$ cat config.mk
export PLATFORM = sky130hd
export DESIGN_NAME = safety_obi_mem_responder
export DESIGN_NICKNAME = d
export VERILOG_FILES = /design/src/rtl/safety_obi_mem_responder.sv
export SDC_FILE = /design/constraint.sdc
export NUM_CORES = 1
export LEC_CHECK = 0
export ABC_AREA = 1
export CAP_MARGIN = 5
export CORE_AREA = 8 8 119 66
export CTS_BUF_LIST = sky130_fd_sc_hd__clkbuf_4
export CTS_CLUSTER_DIAMETER = 120
export CTS_CLUSTER_SIZE = 14
export DETAILED_ROUTE_END_ITERATION = 6
export DIE_AREA = 0 0 127 74
export GPL_TIMING_DRIVEN = 0
export PLACE_DENSITY = 0.88
export SETUP_SLACK_MARGIN = 0.5
export SYNTH_ARGS = -nofsm -noshare
export SYNTH_HDL_FRONTEND = slang
export SYNTH_SLANG_ARGS = --single-unit
$ cat constraint.sdc
create_clock -name clk_i -period 2.6 [get_ports clk_i]
set_clock_uncertainty 0.2 [all_clocks]
set_input_delay 0.26 -clock clk_i [delete_from_list [all_inputs] [get_ports clk_i]]
set_output_delay 0.26 -clock clk_i [all_outputs]
set_load 0.02 [all_outputs]
$ cat src/rtl/safety_obi_mem_responder.sv
// OBI-style req/gnt/rvalid responder in front of one single-port SRAM bank.
// Range-checks requests, forwards in-range ones, returns in-order responses.
//
// Ports:
//   clk_i, rst_ni                  clock, async active-low reset
//   req_i/gnt_o/we_i/be_i/addr_i/wdata_i   core request channel
//   rvalid_o/rdata_o/err_o         core response channel (no back-pressure)
//   sram_req_o/sram_gnt_i/sram_we_o/sram_be_o/sram_addr_o/sram_wdata_o
//                                  SRAM access channel
//   sram_rdata_i                   SRAM read data, SramLatency after grant
//   err_cnt_o                      saturating count of errored responses
module safety_obi_mem_responder #(
  parameter int unsigned AddrWidth    = 32,
  parameter int unsigned DataWidth    = 32,
  parameter logic [AddrWidth-1:0] BaseAddr = '0,
  parameter int unsigned MemSizeBytes = 65536,
  parameter int unsigned SramLatency  = 1,
  parameter int unsigned ErrCntWidth  = 16,
  localparam int unsigned BeWidth = DataWidth / 8,
  localparam int unsigned MemAw   = $clog2(MemSizeBytes),
  localparam int unsigned SramAw  = (MemAw > 2) ? MemAw - 2 : 1
) (
  input  logic                   clk_i,
  input  logic                   rst_ni,

  input  logic                   req_i,
  output logic                   gnt_o,
  input  logic                   we_i,
  input  logic [BeWidth-1:0]     be_i,
  input  logic [AddrWidth-1:0]   addr_i,
  input  logic [DataWidth-1:0]   wdata_i,

  output logic                   rvalid_o,
  output logic [DataWidth-1:0]   rdata_o,
  output logic                   err_o,

  output logic                   sram_req_o,
  input  logic                   sram_gnt_i,
  output logic                   sram_we_o,
  output logic [BeWidth-1:0]     sram_be_o,
  output logic [SramAw-1:0]      sram_addr_o,
  output logic [DataWidth-1:0]   sram_wdata_o,
  input  logic [DataWidth-1:0]   sram_rdata_i,

  output logic [ErrCntWidth-1:0] err_cnt_o
);

  localparam int unsigned Aw1 = AddrWidth + 1;

  typedef struct packed {
    logic valid;
    logic err;
    logic we;
  } slot_t;

  logic [AddrWidth:0]   addr_x;
  logic [AddrWidth:0]   lo_x;
  logic [AddrWidth:0]   hi_x;
  logic                 in_range;
  logic [AddrWidth-1:0] offset;
  logic                 unused_offset;

  slot_t                pipe_q [SramLatency];
  slot_t                push;
  slot_t                head;

  logic [ErrCntWidth-1:0] err_cnt_q;

  // One extra bit so BaseAddr+MemSizeBytes never wraps.
  assign addr_x   = {1'b0, addr_i};
  assign lo_x     = {1'b0, BaseAddr};
  assign hi_x     = lo_x + Aw1'(MemSizeBytes);
  assign in_range = (addr_x >= lo_x) && (addr_x < hi_x);

  assign offset        = addr_i - BaseAddr;
  assign unused_offset = ^{offset[AddrWidth-1:SramAw+2],
                           offset[1:0]};

  // Held low while reset is asserted.
  assign sram_req_o   = rst_ni & req_i & in_range;
  assign sram_we_o    = we_i;
  assign sram_be_o    = be_i;
  assign sram_wdata_o = wdata_i;
  assign sram_addr_o  = offset[SramAw+1:2];

  // Out-of-range requests never touch SRAM and are accepted at once.
  assign gnt_o = rst_ni & req_i
               & (in_range ? sram_gnt_i : 1'b1);

  always_comb begin
    push       = '0;
    push.valid = gnt_o;
    push.err   = gnt_o & ~in_range;
    push.we    = gnt_o & we_i;
  end

  always_ff @(posedge clk_i or negedge rst_ni) begin
    if (!rst_ni) begin
      for (int i = 0; i < SramLatency; i++) begin
        pipe_q[i] <= '0;
      end
    end else begin
      pipe_q[0] <= push;
      for (int i = 1; i < SramLatency; i++) begin
        pipe_q[i] <= pipe_q[i-1];
      end
    end
  end

  assign head = pipe_q[SramLatency-1];

  assign rvalid_o = head.valid;
  assign err_o    = head.valid & head.err;
  assign rdata_o  = (head.valid && !head.err && !head.we)
                  ? sram_rdata_i : '0;

  always_ff @(posedge clk_i or negedge rst_ni) begin
    if (!rst_ni) begin
      err_cnt_q <= '0;
    end else if (rvalid_o && err_o && (err_cnt_q != '1)) begin
      err_cnt_q <= err_cnt_q + 1'b1;
    end
  end

  assign err_cnt_o = err_cnt_q;

endmodule

==> impl_metrics.env, run 1 <==
export IMPL_numClockSinks=19
export IMPL_timing_critical_path_buf_inv=4
export IMPL_timing_hold_ws_ns=0.170
export IMPL_post_route_min_period_ns=2.23
export IMPL_hp_class="in2reg"
export IMPL_first_global_vias=2318
export IMPL_timing_worst_slew_pin_value_ns=0.941
export IMPL_die_height_um=74
export IMPL_worst_endpoint_arrival_ns=1.77
export IMPL_grt_overflow=0
export IMPL_p_leak_uw=0.00188
export IMPL_final_nets=564
export IMPL_gpl_wtd_cong=0.896
export IMPL_worstSkewPairLatency_ns=0.31
export IMPL_drt_wirelength_per_cell_um=16.7
export IMPL_maximum_buffer_depth_of_the_clock_tree=2
export IMPL_netlist_top_cells_area="dfrtp_1, buf_4, nand2_1"
export IMPL_half_perimeter_wire_length_after_detailed_placement_mm=7.33
export IMPL_final_hold_viol_count=0
export IMPL_std_cell_rows=21
export IMPL_floorplan_initialDensity_pct=29.2
export IMPL_critical_path_max_stage_delay_ns=0.40
export IMPL_vdd_ir_drop_max_mv=0.228
export IMPL_timing_critical_path_cells="or3b_4 > clkbuf_16 > buf_12 > buf_16 > nor2_4 > buf_6"
export IMPL_horiz_die_dim_um=127
export IMPL_final_antenna_net_count=0
export IMPL_die_area_mm2=0.00940
export IMPL_crit_path_start_kind="flip-flop"
export IMPL_timing_final_crit_share_pct=85.6
export IMPL_pwr_density_cell_mw_per_mm2=299
export IMPL_worst_ep_required_time_ns=2.14
export IMPL_slowest_stage="or3b_4"
export IMPL_htreeDepth=1
export IMPL_grt_start_max_net_pins=20
export IMPL_setup_violation_total_in_the_final_timing_report=0
export IMPL_synth_top_area_share_pct=25.8
export IMPL_cts_reportedPaths_clkPinSlew_ns=0.13
export IMPL_utilization_pct=62.8
export IMPL_cts_root_buf="clkbuf_4"
export IMPL_n_antenna_cell=0
export IMPL_core_area_mm2=0.00631
export IMPL_post_route_drc_count=0
export IMPL_detailroute_via_count=2316
export IMPL_path_delay_family="buffers and inverters"
export IMPL_avgSynthCellArea_um2=6.33
export IMPL_count_of_state_elements_after_synthesis=19
export IMPL_drt_first_iter_violations=78
export IMPL_syn_nets=397
export IMPL_setup_slack_ns=0.375
export IMPL_timing_max_transition_violations_final=0
export IMPL_placed_cell_area_mm2=0.00349
export IMPL_rsz_0062_raised_after_global_routing="true"
export IMPL_numCtsBuffers=3
export IMPL_boundaryPins=208
export IMPL_setup_total_negative_slack_ns=0
export IMPL_timing_worst_setup_path_type="reg2out"
export IMPL_syn_instance_count=291
export IMPL_worst_setup_path_end_kind="output port"
export IMPL_drt_total_wl_mm=8.95
export IMPL_finish_instance_area_mm2=0.00396
export IMPL_synth_top_cell_by_area="dfrtp_1"
export IMPL_layout_cells_sized_above_1_pct=30.9
export IMPL_synth_yosys_warnings=0
export IMPL_clock_fmax_mhz=449
export IMPL_place_worst_setup_slack_ns=-0.363
export IMPL_drv_cap=0
export IMPL_critical_path_fanout_max=7
export IMPL_grt_pass1_wl_mm=13.2
export IMPL_status="finished, final reports clean"
export IMPL_flow_area_growth_from_synthesis_pct=115
export IMPL_synth_seq_area_share_pct=25.8
export IMPL_port_buffers=155
export IMPL_cts_tree="yes"
export IMPL_grt_total_usage_pct=17.9
export IMPL_slew_limit_headroom_pct=37.0
export IMPL_synth_distinct_cells=21
export IMPL_vias_per_cell=4.31
export IMPL_reg2reg_setup_slack_ns=0.64
export IMPL_synth_cell_area_mm2=0.00184
export IMPL_grt_antenna_before_repair=0
export IMPL_drt_pre_antenna_iters=4
metrics by stage:
stage,cells,total power [µW]
floorplan,291,647
global placement,526,933
detailed placement,526,949
CTS,535,1170
global route,537,1240
finish,537,1180
power breakdown:
part           leakage [µW]  switching (µW)  total (µW)  internal [µW]
Clock             0.0000177             104         161           57.5
Combinational       0.00161             294         642            349
Sequential         0.000258            54.6         378            324
Total               0.00188             452        1180            730
worst min-delay path: stages:
cell	delay (ns)
clkdlybuf4s18_2	0.23
nand2_1	0.11
a21oi_1	0.05
state kept, by name, summed over array words and instances (netlist names):
signal	flops
rvalid_o	1
head	2
err_cnt_o	16
routing by layer:
| layer | up-vias | track usage [%] | part of all wire [%] | wire length, µm |
|---|---|---|---|---|
| met1 | 1087 | 21.1 | 38 | 3400 |
| met3 | 2 | 4.08 | 7.1 | 638 |
| met4 | 0 | 1.96 | 0.37 | 33 |
| met2 | 83 | 33.7 | 54 | 4880 |
| met5 | - | 0 | 0 | 0 |
| li1 | 1144 | - | - | - |
cells in the final DEF, fill, tap and decap left out:
cell type,count
nand3_1,21
inv_1,46
buf_4,53
clkdlybuf4s50_1,120
buf_8,3
clkbuf_4,3
xnor2_1,5
clkbuf_16,1
nor2_1,31
nor2_2,4
nand2_2,4
nand2_1,60
buf_2,3
dlymetal6s2s_1,1
buf_16,3
o21ai_4,1
or3b_4,1
o21ai_0,2
nand2_4,1
nand3b_1,1
buf_12,2
nor2_4,28
dfrtp_1,19
buf_6,31
clkdlybuf4s18_2,1
xor2_1,3
clkdlybuf4s15_1,1
ha_2,1
nand4_1,4
dlygate4sd3_1,1
a21oi_1,1
clkinv_2,1
repair_timing:
action                                  in CTS  in global routing
buffers inserted                             1                  2
endpoints found under the setup margin      34                 42
endpoints found under the hold margin       19                  0
cloned                                       3                  0
hold buffers                                 1                  0
gates resized for setup                    251                 18
pin swaps                                    2                  1
worst paths after layout:
check | startpoint | to | cells after the start
setup / recovery | head[0] | rdata_o[6] | 6
hold / removal | rst_ni | head[1] | 3
max in group asynchronous | rst_ni | err_cnt_o[8] | 2
hold reg to reg | err_cnt_o[12] | err_cnt_o[12] | 1
min in group asynchronous | rst_ni | err_cnt_o[4] | 2
setup reg to reg | err_cnt_o[0] | err_cnt_o[6] | 9
Yosys cell counts:
cell,n
inv_1,46
buf_6,2
buf_4,51
buf_2,4
nand2_4,1
clkbuf_1,1
nor2_1,60
o21ai_4,1
a21oi_1,1
nand2_1,60
nand4_1,4
or3b_2,1
nand2_2,4
xor2_1,3
nand3b_1,1
ha_1,1
o21ai_0,2
xnor2_1,5
nor2_2,3
nand3_1,21
dfrtp_1,19
cell families (layout without fill, tap and decap cells):
group	after synthesis	after routing	share of synthesized area (%)
xor+xnor	8	8	3.80
buf+inv	104	270	32.7
compound gates	4	4	1.70
fa+ha+maj	1	1	0.679
flops	19	19	25.8
simple gates	155	155	35.4
area by class of cell:
class | instances | area [µm²]
fill | 527 | 2350
buffer | 58 | 480
clock inverter | 1 | 5.00
clock buffer | 3 | 22.5
tap | 80 | 100
sequential | 19 | 475
multi-input combinational | 168 | 983
timing repair buffer | 162 | 1720
inverter | 46 | 173
Note: power is estimated with default switching activity, not from simulation.
==> run 2, diff against run 1 <==
--- a/config.mk
+++ b/config.mk
@@ -14,6 +14,7 @@
 export DETAILED_ROUTE_END_ITERATION = 6
 export DIE_AREA = 0 0 127 74
 export GPL_TIMING_DRIVEN = 0
+export MAX_ROUTING_LAYER = met4
 export PLACE_DENSITY = 0.88
 export SETUP_SLACK_MARGIN = 0.5
 export SYNTH_ARGS = -nofsm -noshare
==> impl_metrics.env, run 2 (synthesized netlist as in run 1, its figures left out) <==
export IMPL_status="finished, final reports clean"
export IMPL_worstReg2RegStart="err_cnt_o[0]"
export IMPL_setup_violation_total_in_the_final_timing_report=0
export IMPL_port_buffers=155
export IMPL_half_perimeter_wire_length_after_detailed_placement_mm=7.33
export IMPL_floorplan_initialDensity_pct=29.2
export IMPL_drt_first_iter_violations=76
export IMPL_n_antenna_cell=0
export IMPL_holdPathEnd="head[1]"
export IMPL_vias_per_cell=4.30
export IMPL_detailroute_via_count=2310
export IMPL_setup_total_negative_slack_ns=0
export IMPL_slew_limit_headroom_pct=37.2
export IMPL_timing_worst_slew_pin_value_ns=0.939
export IMPL_placed_cell_area_mm2=0.00349
export IMPL_grt_pass1_wl_mm=13.2
export IMPL_drv_cap=0
export IMPL_overall_power_after_layout_uw=1180
export IMPL_r2r_cells=9
export IMPL_critical_path_fanout_max=7
export IMPL_drt_pre_antenna_iters=4
export IMPL_cts_tree="yes"
export IMPL_grt_start_max_net_pins=20
export IMPL_top_layer="met4"
export IMPL_switching_power_uw=452
export IMPL_hold_path_startpoint="rst_ni"
export IMPL_largest_register_ffs=16
export IMPL_timing_hold_ws_ns=0.170
export IMPL_met1Wirelength_mm=3.51
export IMPL_std_cell_rows=21
export IMPL_timing_max_transition_violations_final=0
export IMPL_final_nets=564
export IMPL_dp_cells=526
export IMPL_vdd_ir_drop_max_mv=0.229
export IMPL_rsz_0062_raised_after_global_routing="true"
export IMPL_numClockSinks=19
export IMPL_min_path_cells=3
export IMPL_detailroute_wirelength_met2_mm=4.88
export IMPL_drt_wirelength_per_cell_um=16.7
export IMPL_netSwitchingFraction_pct=38.3
export IMPL_pwr_density_cell_mw_per_mm2=299
export IMPL_numCtsBuffers=3
export IMPL_p_leak_uw=0.00188
export IMPL_final_antenna_net_count=0
export IMPL_power_frac_clock_pct=13.6
export IMPL_post_route_min_period_ns=2.23
export IMPL_timing_final_crit_share_pct=85.6
export IMPL_cts_root_buf="clkbuf_4"
export IMPL_worst_endpoint_arrival_ns=1.77
export IMPL_gpl_wtd_cong=0.912
export IMPL_grt_overflow=0
export IMPL_reg2reg_setup_slack_ns=0.64
export IMPL_worst_setup_path_end_kind="output port"
export IMPL_final_hold_viol_count=0
export IMPL_post_route_drc_count=0
export IMPL_grt_antenna_before_repair=0
export IMPL_drt_total_wl_mm=8.96
export IMPL_layout_cells_sized_above_1_pct=30.9
export IMPL_grt_total_usage_pct=18.4
export IMPL_hp_class="in2reg"
export IMPL_htreeDepth=1
export IMPL_timing_worst_setup_path_type="reg2out"
export IMPL_maximum_buffer_depth_of_the_clock_tree=2
export IMPL_die_area_mm2=0.00940
export IMPL_finish_instance_area_mm2=0.00396
export IMPL_met3WireLength_um=537
export IMPL_flow_area_growth_from_synthesis_pct=115
export IMPL_power_share_combinational_pct=54.4
export IMPL_clock_fmax_mhz=449
export IMPL_boundaryPins=208
export IMPL_die_height_um=74
export IMPL_worstSkewPairLatency_ns=0.31
export IMPL_cts_reportedPaths_clkPinSlew_ns=0.13
export IMPL_first_global_vias=2321
export IMPL_final_common_cell="clkdlybuf4s50_1"
export IMPL_cell_internal_power_uw=730
export IMPL_rr_endpoint="err_cnt_o[6]"
export IMPL_worst_ep_required_time_ns=2.14
export IMPL_horiz_die_dim_um=127
export IMPL_crit_path_start_kind="flip-flop"
export IMPL_fin_cells=537
export IMPL_sequentialPowerShare_pct=32.0
export IMPL_core_area_mm2=0.00631
export IMPL_final_cell_mix="clkdlybuf4s50_1, nand2_1, buf_4"
[run 2: cell counts in the layout (fill, tap and decap cells not counted)]
Identical to the previous run, type by type.
[run 2: worst max-delay path: stages, from the launching register on]
cell and delay, ns:
dfrtp_1 0.39, or3b_4 0.40, clkbuf_16 0.18, buf_12 0.13, buf_16 0.14, nor2_4 0.09
buf_6 0.12
[run 2: cell type report]
cell class              instances  area (µm²)
plain buffers                  58         480
inverters                      46         173
fillers                       527        2350
clock inverters                 1        5.00
flip-flops and latches         19         475
clock buffers                   3        22.5
repair buffers                162        1720
multi-input cells             168         983
well taps                      80         100
[run 2: routing by layer]
| layer | global-route usage (%) | vias to the layer above |
|---|---|---|
| li1 | - | 1144 |
| met1 | 21.6 | 1083 |
| met2 | 33.7 | 81 |
| met3 | 3.22 | 2 |
| met4 | 1.96 | 0 |
| met5 | - | - |
[run 2: what timing repair did]
action                     in CTS  in global routing
buffers inserted                1                  2
hold endpoints to repair       19                  0
gates resized for setup       251                 18
gates cloned                    3                  0
setup endpoints to repair      34                 42
pin swaps                       2                  1
hold buffers                    1                  0
[run 2: through the flow]
stage | util [%] | setup slack, ns
global route | 62.8 | 0.321
finish | 62.8 | 0.374
detailed placement | 55.4 | -0.363
global placement | 55.4 | -0.251
floorplan | - | 0.659
CTS | 61.2 | 0.308
[run 2: worst max-delay path by stage]
| stage | start | slack [ns] | end |
|---|---|---|---|
| 2_1_floorplan | rvalid_o | 0.66 | rdata_o[10] |
| 3_3_place_gp | rst_ni | -0.25 | gnt_o |
| 3_5_place_dp | rst_ni | -0.36 | gnt_o |
| 4_1_cts | addr_i[24] | 0.31 | gnt_o |
| 5_1_grt | head[0] | 0.32 | rdata_o[7] |
| 6_report | head[0] | 0.37 | rdata_o[6] |
[run 2: power by group through the flow]
stage               combinational, µW  sequential, µW  clock, µW
detailed placement                565             384          0
finish                            643             378        161
CTS                               630             378        161
floorplan                         243             404          0
global route                      683             383        175
global placement                  555             378          0
==> run 3, diff against run 2 <==
--- a/config.mk
+++ b/config.mk
@@ -13,9 +13,8 @@
 export CTS_CLUSTER_SIZE = 14
 export DETAILED_ROUTE_END_ITERATION = 6
 export DIE_AREA = 0 0 127 74
-export GPL_TIMING_DRIVEN = 0
 export MAX_ROUTING_LAYER = met4
-export PLACE_DENSITY = 0.88
+export PLACE_DENSITY_LB_ADDON = 0.2
 export SETUP_SLACK_MARGIN = 0.5
 export SYNTH_ARGS = -nofsm -noshare
 export SYNTH_HDL_FRONTEND = slang
==> impl_metrics.env, run 3 (synthesized netlist as in run 1, its figures left out) <==
export IMPL_critical_path_max_stage_delay_ns=0.43
export IMPL_numCtsBuffers=3
export IMPL_htreeDepth=1
export IMPL_final_cell_mix="clkdlybuf4s50_1, nand2_1, nor2_1"
export IMPL_fin_cells=430
export IMPL_die_height_um=74
export IMPL_boundaryPins=208
export IMPL_floorplan_initialDensity_pct=29.2
export IMPL_grt_busiest_layer="met2"
export IMPL_dp_cells=422
export IMPL_clock_fmax_mhz=496
export IMPL_grt_met1_use_pct=16.2
export IMPL_reg2reg_setup_slack_ns=0.67
export IMPL_final_antenna_net_count=0
export IMPL_half_perimeter_wire_length_after_detailed_placement_mm=4.90
export IMPL_pwr_density_cell_mw_per_mm2=354
export IMPL_met3_usage_pct=4.79
export IMPL_timing_worst_setup_path_type="reg2out"
export IMPL_first_global_vias=1737
export IMPL_drv_cap=0
export IMPL_drt_total_wl_mm=6.05
export IMPL_fillCellCount=681
export IMPL_r2r_cells=8
export IMPL_grt_met2_usage_pct=20.4
export IMPL_final_common_cell="clkdlybuf4s50_1"
export IMPL_layout_cells_sized_above_1_pct=15.8
export IMPL_post_route_min_period_ns=2.02
export IMPL_critical_path_fanout_max=16
export IMPL_worstSkewPairLatency_ns=0.30
export IMPL_drt_pre_antenna_iters=4
export IMPL_utilization_pct=40.3
export IMPL_timing_critical_path_cells="or3b_4 > buf_16 > nor2_1 > buf_2"
export IMPL_grt_pass1_wl_mm=9.45
export IMPL_final_hold_viol_count=0
export IMPL_crit_path_start_kind="flip-flop"
export IMPL_rr_endpoint="err_cnt_o[13]"
export IMPL_slowest_stage="or3b_4"
export IMPL_grt_overflow=0
export IMPL_grt_start_max_net_pins=19
export IMPL_largest_register_ffs=16
export IMPL_numClockSinks=19
export IMPL_p_leak_uw=0.00135
export IMPL_cts_root_buf="clkbuf_4"
export IMPL_horiz_die_dim_um=127
export IMPL_std_cell_rows=21
export IMPL_cts_tree="yes"
export IMPL_grt_total_usage_pct=13.1
export IMPL_setup_violation_total_in_the_final_timing_report=0
export IMPL_hp_class="in2async"
export IMPL_timing_max_transition_violations_final=0
export IMPL_vdd_ir_drop_max_mv=0.173
export IMPL_die_area_mm2=0.00940
export IMPL_rsz_0062_raised_after_global_routing="true"
export IMPL_timing_final_crit_share_pct=77.5
export IMPL_timing_worst_slew_pin_value_ns=0.328
export IMPL_status="finished, final reports clean"
export IMPL_grt_antenna_before_repair=0
export IMPL_core_area_mm2=0.00631
export IMPL_post_route_drc_count=0
export IMPL_port_buffers=105
export IMPL_worst_endpoint_arrival_ns=1.56
export IMPL_flow_area_growth_from_synthesis_pct=37.9
export IMPL_worstReg2RegStart="err_cnt_o[0]"
export IMPL_cts_reportedPaths_clkPinSlew_ns=0.11
export IMPL_final_nets=456
export IMPL_maximum_buffer_depth_of_the_clock_tree=2
export IMPL_drt_wirelength_per_cell_um=14.1
export IMPL_setup_total_negative_slack_ns=0
export IMPL_worst_ep_required_time_ns=2.14
export IMPL_drt_first_iter_violations=147
export IMPL_vias_per_cell=4.23
export IMPL_slew_limit_headroom_pct=78.1
export IMPL_detailroute_via_count=1819
export IMPL_gpl_wtd_cong=0.858
export IMPL_worst_setup_path_end_kind="output port"
==> run 3: repair_timing <==
item,in CTS,in global routing
setup endpoints to repair,34,17
resized for setup,135,7
pin swaps,1,0
hold buffers,1,0
cloned,1,0
hold endpoints to repair,1,0
buffers inserted,1,0
==> run 3: layer usage <==
| layer | vias to the layer above | wire [µm] |
|---|---|---|
| li1 | 928 | - |
| met1 | 803 | 2710 |
| met4 | 0 | 89 |
| met3 | 18 | 517 |
| met2 | 70 | 2730 |
| met5 | - | 0 |
==> run 3: worst max-delay path: cells and delay by family (launching register included) <==
kind	cells	cell delay [ns]
flops	1	0.40
simple gates	2	0.51
buf+inv	2	0.34
==> run 3: layout make-up <==
class	instances	area [µm²]	area share (%)
sequential	19	475	18.7
multi-input combinational	168	776	30.5
clock buffer	4	30.0	1.18
antenna	1	2.50	0.0985
timing repair buffer	112	985	38.7
tap	80	100	3.94
inverter	46	173	6.79
==> run 3: worst max path at each step <==
stage / start / endpoint / cells after the start
6_report: head[1] / rdata_o[14] / 4
2_1_floorplan: rvalid_o / rdata_o[10] / 4
3_5_place_dp: addr_i[17] / gnt_o / 8
3_3_place_gp: rst_ni / gnt_o / 6
5_1_grt: addr_i[20] / gnt_o / 8
4_1_cts: head[1] / rdata_o[7] / 4
==> run 3: through the flow <==
stage	area [µm²]	hold slack [ns]	power (µW)	setup WS [ns]
6_report	2540	0.266	899	0.584
5_1_grt	2540	0.286	953	0.455
4_1_cts	2530	0.278	907	0.470
3_5_place_dp	2590	0.301	745	0.300
3_3_place_gp	2590	0.306	740	0.290
2_1_floorplan	1840	-0.236	647	0.659
==> run 3: power by group <==
group	internal (µW)	switching, µW	leakage, µW
sequential	324	52.2	0.000258
clock	70.3	94.9	0.0000184
combinational	187	171	0.00107
total	581	318	0.00135
